===== src/rtl/hack_ram_arbiter.sv =====
// Two-port round-robin arbiter in front of one synchronous HACK RAM bank.
// Port A (CPU data side) and port B (loader/DMA side) compete for a single
// access per cycle. Grants and RAM drive are combinational from the current
// requests and arbiter state. Read data comes back one cycle later and is
// qualified by a registered rvalid strobe. A port may lock the RAM across
// several accesses so that it can do an atomic read-modify-write.
module hack_ram_arbiter #(
  parameter int ADDR_WIDTH = 3,
  parameter int DATA_WIDTH = 16
) (
  input  logic                  clk,
  input  logic                  rst_n,
  // Port A
  input  logic                  a_req,
  input  logic                  a_we,
  input  logic                  a_lock,
  input  logic [ADDR_WIDTH-1:0] a_addr,
  input  logic [DATA_WIDTH-1:0] a_wdata,
  output logic                  a_gnt,
  output logic                  a_rvalid,
  output logic [DATA_WIDTH-1:0] a_rdata,
  // Port B
  input  logic                  b_req,
  input  logic                  b_we,
  input  logic                  b_lock,
  input  logic [ADDR_WIDTH-1:0] b_addr,
  input  logic [DATA_WIDTH-1:0] b_wdata,
  output logic                  b_gnt,
  output logic                  b_rvalid,
  output logic [DATA_WIDTH-1:0] b_rdata,
  // RAM side
  output logic [DATA_WIDTH-1:0] ram_data,
  output logic                  ram_load,
  output logic [ADDR_WIDTH-1:0] ram_address,
  input  logic [DATA_WIDTH-1:0] ram_out
);

  typedef enum logic [1:0] {
    ST_OPEN   = 2'd0,
    ST_LOCK_A = 2'd1,
    ST_LOCK_B = 2'd2
  } state_t;

  state_t r_state;
  logic   r_last;      // port granted most recently: 0 = A, 1 = B
  logic   r_a_rvalid;
  logic   r_b_rvalid;

  logic   w_a_win;
  logic   w_b_win;

  // Pick this cycle's winner. Held in reset, nobody wins so the RAM sees
  // no access and both grants stay low even if requests are present.
  always_comb begin
    w_a_win = 1'b0;
    w_b_win = 1'b0;
    if (rst_n) begin
      case (r_state)
        ST_OPEN: begin
          // On a tie the port that was not granted most recently wins.
          w_a_win = a_req & (~b_req | r_last);
          w_b_win = b_req & (~a_req | ~r_last);
        end
        ST_LOCK_A: w_a_win = a_req;
        ST_LOCK_B: w_b_win = b_req;
        default: begin
          w_a_win = 1'b0;
          w_b_win = 1'b0;
        end
      endcase
    end
  end

  assign a_gnt = w_a_win;
  assign b_gnt = w_b_win;

  // RAM control depends only on requests and state, never on ram_out.
  assign ram_load    = (w_a_win & a_we) | (w_b_win & b_we);
  assign ram_address = w_a_win ? a_addr  : (w_b_win ? b_addr  : '0);
  assign ram_data    = w_a_win ? a_wdata : (w_b_win ? b_wdata : '0);

  // Both ports see the raw RAM output; rvalid says whose data it is.
  assign a_rdata  = ram_out;
  assign b_rdata  = ram_out;
  assign a_rvalid = r_a_rvalid;
  assign b_rvalid = r_b_rvalid;

  // Lock state machine, round-robin history and read-return strobes.
  always_ff @(posedge clk or negedge rst_n) begin
    if (!rst_n) begin
      r_state    <= ST_OPEN;
      r_last     <= 1'b1;
      r_a_rvalid <= 1'b0;
      r_b_rvalid <= 1'b0;
    end else begin
      // Writes return old data from the RAM, so only reads raise rvalid.
      r_a_rvalid <= w_a_win & ~a_we;
      r_b_rvalid <= w_b_win & ~b_we;

      if (w_a_win) begin
        r_last <= 1'b0;
      end else if (w_b_win) begin
        r_last <= 1'b1;
      end

      case (r_state)
        ST_OPEN: begin
          if (w_a_win && a_lock) begin
            r_state <= ST_LOCK_A;
          end else if (w_b_win && b_lock) begin
            r_state <= ST_LOCK_B;
          end
        end
        ST_LOCK_A: begin
          if (w_a_win && !a_lock) begin
            r_state <= ST_OPEN;
          end
        end
        ST_LOCK_B: begin
          if (w_b_win && !b_lock) begin
            r_state <= ST_OPEN;
          end
        end
        default: r_state <= ST_OPEN;
      endcase
    end
  end

endmodule


===== config.mk =====
export PLATFORM = sky130hd
export DESIGN_NAME = hack_ram_arbiter
export DESIGN_NICKNAME = d
export VERILOG_FILES = /design/src/rtl/hack_ram_arbiter.sv
export SDC_FILE = /design/constraint.sdc
export NUM_CORES = 1
export LEC_CHECK = 0
export CORE_MARGIN = 5
export CORE_UTILIZATION = 22
export DETAILED_ROUTE_END_ITERATION = 12
export GPL_ROUTABILITY_DRIVEN = 1
export PLACE_DENSITY = 0.9
export SLEW_MARGIN = 10
export SYNTH_ARGS = -nofsm -noshare
export SYNTH_HDL_FRONTEND = slang
export SYNTH_SLANG_ARGS = --single-unit

===== constraint.sdc =====
create_clock -name clk -period 1.6 [get_ports clk]
set_input_delay 0.32 -clock clk [delete_from_list [all_inputs] [get_ports clk]]
set_output_delay 0.32 -clock clk [all_outputs]
set_load 0.005 [all_outputs]

# After elaboration in Yosys (flattened, before gate mapping)
# Cells that the tools add are included.
# word_totals
regBits,5
out_inout_bits,56
in_bits,62
# op_classes
reduce_logical,9
eq_ne,5
n_bitwise,14
mux,15
# op_table
op,n
16-bit two-way mux,2
2-bit two-way mux,4
1-bit AND,6
3-bit two-way mux,2
2-bit case mux with 3 select lines,1
1-bit NOT,5
1-bit logical AND,4
1-bit two-way mux,4
2-bit != test (second input constant),2
1-bit case mux with 2 select lines,2
3-bit != test (second input constant),1
1-bit bitwise OR,3
3-bit AND reduction,1
2-bit by 1-bit == test with 1-bit output (second input constant),1
2-bit == test (second input constant),1
1-bit zero test,2
2-bit zero test,1
2-bit nonzero test,1

# Depth between registers and ports, before layout
# logic_depth
word_depth,9
ltp_mapped,4

# Least setup slack after synthesis
# No wires, ideal clock.
# synth_path
path_type,register to output
start,reg r_state[0]
end,out ram_data[10]
path_slack_ns,0.072
path_stages_with_launch,5
t_arrival_ns,1.208
required_time_ns,1.280
path_buffers,1
path_cell_list,dfrtp_1 nor3b_2 nor3_4 buf_6 a22o_2
# synth_between
word_cells_on_any_way,9
classes_between,eq/ne (2); mux (6); reduce/logical (1)
# synth_lines
item,line,rtl
from (decl),44,state_t r_state;
from (signal assigned),91,r_state <= ST_OPEN;
from (signal assigned),109,r_state <= ST_LOCK_A;
from (signal assigned),111,r_state <= ST_LOCK_B;
2-bit by 1-bit == test with 1-bit output or 2-bit zero test (tied branches),58,case (r_state)
1-bit case mux with 2 select lines (*),58,
1-bit two-way mux (*),57,if (rst_n) begin
named net a_gnt,19,"output logic a_gnt,"
16-bit two-way mux (*),80,assign ram_data = w_a_win ? a_wdata : (w_b_win ? b_wdata : '0);
to (decl),32,"output logic [DATA_WIDTH-1:0] ram_data,"
# Mark *: on every way through the listed nets, which the timed path passes. The rest lies on a longest branch.

# Worst setup path after layout
# layout_path
start,reg r_last
end,out ram_load
# layout_between
elab_chain_cells,7
word_cells_on_any_way,12
classes_between,mux (4); bitwise (8)
# layout_rtl
item,line,rtl
from (decl),45,logic r_last;
from (signal assigned),92,r_last <= 1'b1;
from (signal assigned),101,r_last <= 1'b0;
from (signal assigned),103,r_last <= 1'b1;
1-bit NOT,62,w_b_win = b_req & (~a_req | ~r_last);
1-bit bitwise OR,62,
1-bit AND,62,
1-bit case mux with 2 select lines,58,
1-bit two-way mux,57,
1-bit AND,78,assign ram_load = (w_a_win & a_we) | (w_b_win & b_we);
1-bit bitwise OR (*),78,
to (decl),33,"output logic ram_load,"
# Every way passes the cells marked *; elsewhere a longest branch is shown, timed or not.

==> impl_metrics.py <==
metrics = {
    "detailed_routing": {
        "drc": 0,
        "vias": 821,
        "wirelength_um": 3120,
        "ant_nets": 0,
        "drt_iter0_drc": 43,
        "avgRoutedWirePerCell_um": 16.9,
        "vias_per_cell": 4.46,
        "dr.pass1.iters": 4,
    },
    "synthesis": {
        "yosysTopAreaCellShare": 0.336,
        "yosysWarningCount": 0,
        "synth_top_cell_by_area": "buf_4",
        "synth_nets": 139,
        "synth_edf_count": 0,
        "synth_ff_type": "dfrtp_1",
        "syn_area_um2": 714,
        "synth_cell_type_count": 17,
        "synthCells": 77,
        "ys_ff_latch": 5,
        "ys_top_cells_by_count": "32 x buf_4, 15 x a22o_1, 5 x a22o_2, 4 x buf_6, 4 x dfrtp_1",
        "postSynth.asyncResetShare": 1.00,
        "ys_top_cells_by_area": "buf_4 34%, a22o_1 18%, dfrtp_1 14%",
        "syn_area_per_cell_um2": 9.28,
        "ys_seq_area_frac": 0.177,
        "synth.most_common_cell": "buf_4",
    },
    "finish": {
        "finish.utilization": 0.478,
        "multi_input_area_um2": 338,
        "nets": 203,
        "regArea_um2": 126,
        "area_growth_pct": 106,
        "fill_cells": 279,
        "fin_area_um2": 1470,
        "drive_gt1_frac": 0.450,
        "diodes": 0,
        "stdcell_count": 184,
    },
    "clock_network": {
        "clk_pin_slew_worst_paths_ns": 0.05,
        "cts_buffers": 3,
        "cts_root_buf": "clkbuf_4",
        "insertion_delay_ns": 0.25,
        "cts_tree": "done",
        "htree_levels": 1,
        "clock-sinks": 5,
        "cts_hold_buf": 0,
        "cts_buffer_depth": 2,
    },
    "global_routing": {
        "grt_max_degree": 12,
        "grt_pass1_vias": 895,
        "grt_overflow": 0,
        "grt_pass1_wl_um": 4440,
        "antenna_found_initial": 0,
        "track_usage": 0.134,
    },
    "floorplan": {
        "core_um2": 3080,
        "io-pin-count": 118,
        "die_w_um": 67.0,
        "start_util": 0.232,
        "die_area_um2": 4490,
        "rows": 20,
        "die_h_um": 67.0,
    },
    "timing": {
        "period_minus_slack_ns": 2.02,
        "fin_crit_sh": 1.26,
        "finalWorstSetupSlack_ns": -0.416,
        "rsz0062_at_grt": "yes",
        "slew_headroom": 0.837,
        "skew_ns": 0.00605,
        "fmax_mhz": 496,
        "slew_viol_final": 0,
        "tightest_slew_ns": 0.242,
        "whs_ns": 0.167,
        "setup_violations": 23,
        "hold_violations": 0,
    },
    "status": {
        "failed_checks": "negative setup slack",
        "status": "complete, but fails checks",
    },
    "setup_path": {
        "cpMaxStageDelayCell": "dfstp_2",
        "cp_num_buf_inv": 4,
        "arrival_ns": 1.70,
        "worstSetupEndpointType": "output pin",
        "crit_top_cell": "buf_12",
        "worstPathMaxFanout": 7,
        "start_kind": "register",
        "critPathTopFamily": "flip-flops",
        "path_cells": "buf_12 > nor3b_4 > nor3_4 > buf_12 > buf_12 > a22o_1 > buf_2",
        "crit_type": "reg -> out",
        "cp_slowest_stage_delay_ns": 0.55,
        "cp.required_ns": 1.28,
    },
    "place": {
        "hpwl_um": 2190,
        "place_area_um2": 1260,
        "gp_congestion": 0.794,
        "portBuffers": 69,
        "dpl.cell_count": 162,
    },
    "pwr": {
        "power.density_nw_per_um2": 749,
        "leakage_nw": 0.688,
        "ir_worst_vdd_v": 0.000285,
    },
    "worst_hold_path": {
        "min_path_type": "in -> async",
    },
    "job": {
        "drv_cap": 0,
    },
}
==> registers in the layout, indices dropped and copies added, names as in the netlist <==
signal    flops
a_rvalid      1
r_last        1
b_rvalid      1
r_state       2
==> stage by stage <==
step | worst slack (ns) | power, mW | TNS (ns)
floorplan | 0.0723 | 0.472 | 0
global placement | -0.725 | 0.742 | -15.42
detailed placement | -0.796 | 0.764 | -16.73
CTS | -0.462 | 1.10 | -8.66
global route | -0.499 | 1.17 | -9.99
finish | -0.416 | 1.10 | -8.32
==> worst paths after layout <==
kind,start,endpoint,slack (ns),depth (start not counted)
worst max-delay path,r_last$_DFFE_PN1P_,ram_load,-0.42,7
worst min-delay path,rst_n,a_rvalid$_DFF_PN0_,0.17,2
worst max register to register,r_last$_DFFE_PN1P_,r_state[0]$_DFFE_PN0P_,-0.02,8
worst min register to register,r_state[1]$_DFFE_PN0P_,a_rvalid$_DFF_PN0_,0.56,2
max in group asynchronous,rst_n,r_last$_DFFE_PN1P_,1.23,2
min in group clk,r_state[1]$_DFFE_PN0P_,a_rvalid$_DFF_PN0_,0.56,2
==> power by group <==
part | leakage (nW) | internal, mW | total [mW] | switching [mW]
sequential | 0.0636 | 0.162 | 0.188 | 0.0257
combinational | 0.609 | 0.501 | 0.765 | 0.264
clock | 0.0150 | 0.0945 | 0.150 | 0.0553
total | 0.688 | 0.758 | 1.10 | 0.345
==> cell type report <==
| type | instances | area share |
|---|---|---|
| timing repair buffer | 95 | 0.627 |
| multi-input combinational | 35 | 0.229 |
| sequential | 5 | 0.0858 |
| tap | 44 | 0.0374 |
| clock buffer | 4 | 0.0178 |
| inverter | 1 | 0.00255 |
==> routing by layer <==
metal / track usage / vias to the layer above / share of wire
met5: 0 / - / 0
met4: 0.0329 / 0 / 0.0087
met3: 0.0641 / 10 / 0.12
met2: 0.271 / 53 / 0.56
met1: 0.113 / 379 / 0.31
li1: - / 379 / -
==> layout by cell type, fill, tap and decap left out <==
cell type / n
dfstp_2: 1
clkdlybuf4s50_1: 44
clkbuf_2: 1
dfrtp_1: 4
a32o_1: 1
nor4_1: 2
buf_2: 16
nand2_2: 1
a22o_2: 1
clkbuf_1: 1
buf_6: 13
a22o_1: 15
nor2_1: 2
nor3_4: 2
a22o_4: 4
dlygate4sd2_1: 3
o21ba_2: 1
nor3b_4: 1
a31oi_1: 1
nor3_1: 1
and3b_2: 1
buf_4: 12
clkbuf_4: 3
inv_1: 1
nand2_1: 2
buf_16: 2
buf_12: 4
==> cell families (layout without fill, tap and decap cells) <==
| family | count (synthesis) | after routing | synth area share |
|---|---|---|---|
| compound gates | 23 | 23 | 0.291 |
| buf+inv | 37 | 100 | 0.405 |
| flops | 5 | 5 | 0.177 |
| simple gates | 12 | 12 | 0.128 |
==> what timing repair did <==
item | CTS | global route
gates resized for setup | 105 | 11
setup buffers | 11 | 5
pin swaps | 15 | 12
cloned | 4 | 1
setup endpoints to repair | 22 | 22
Power figures use the tool's default switching activity.
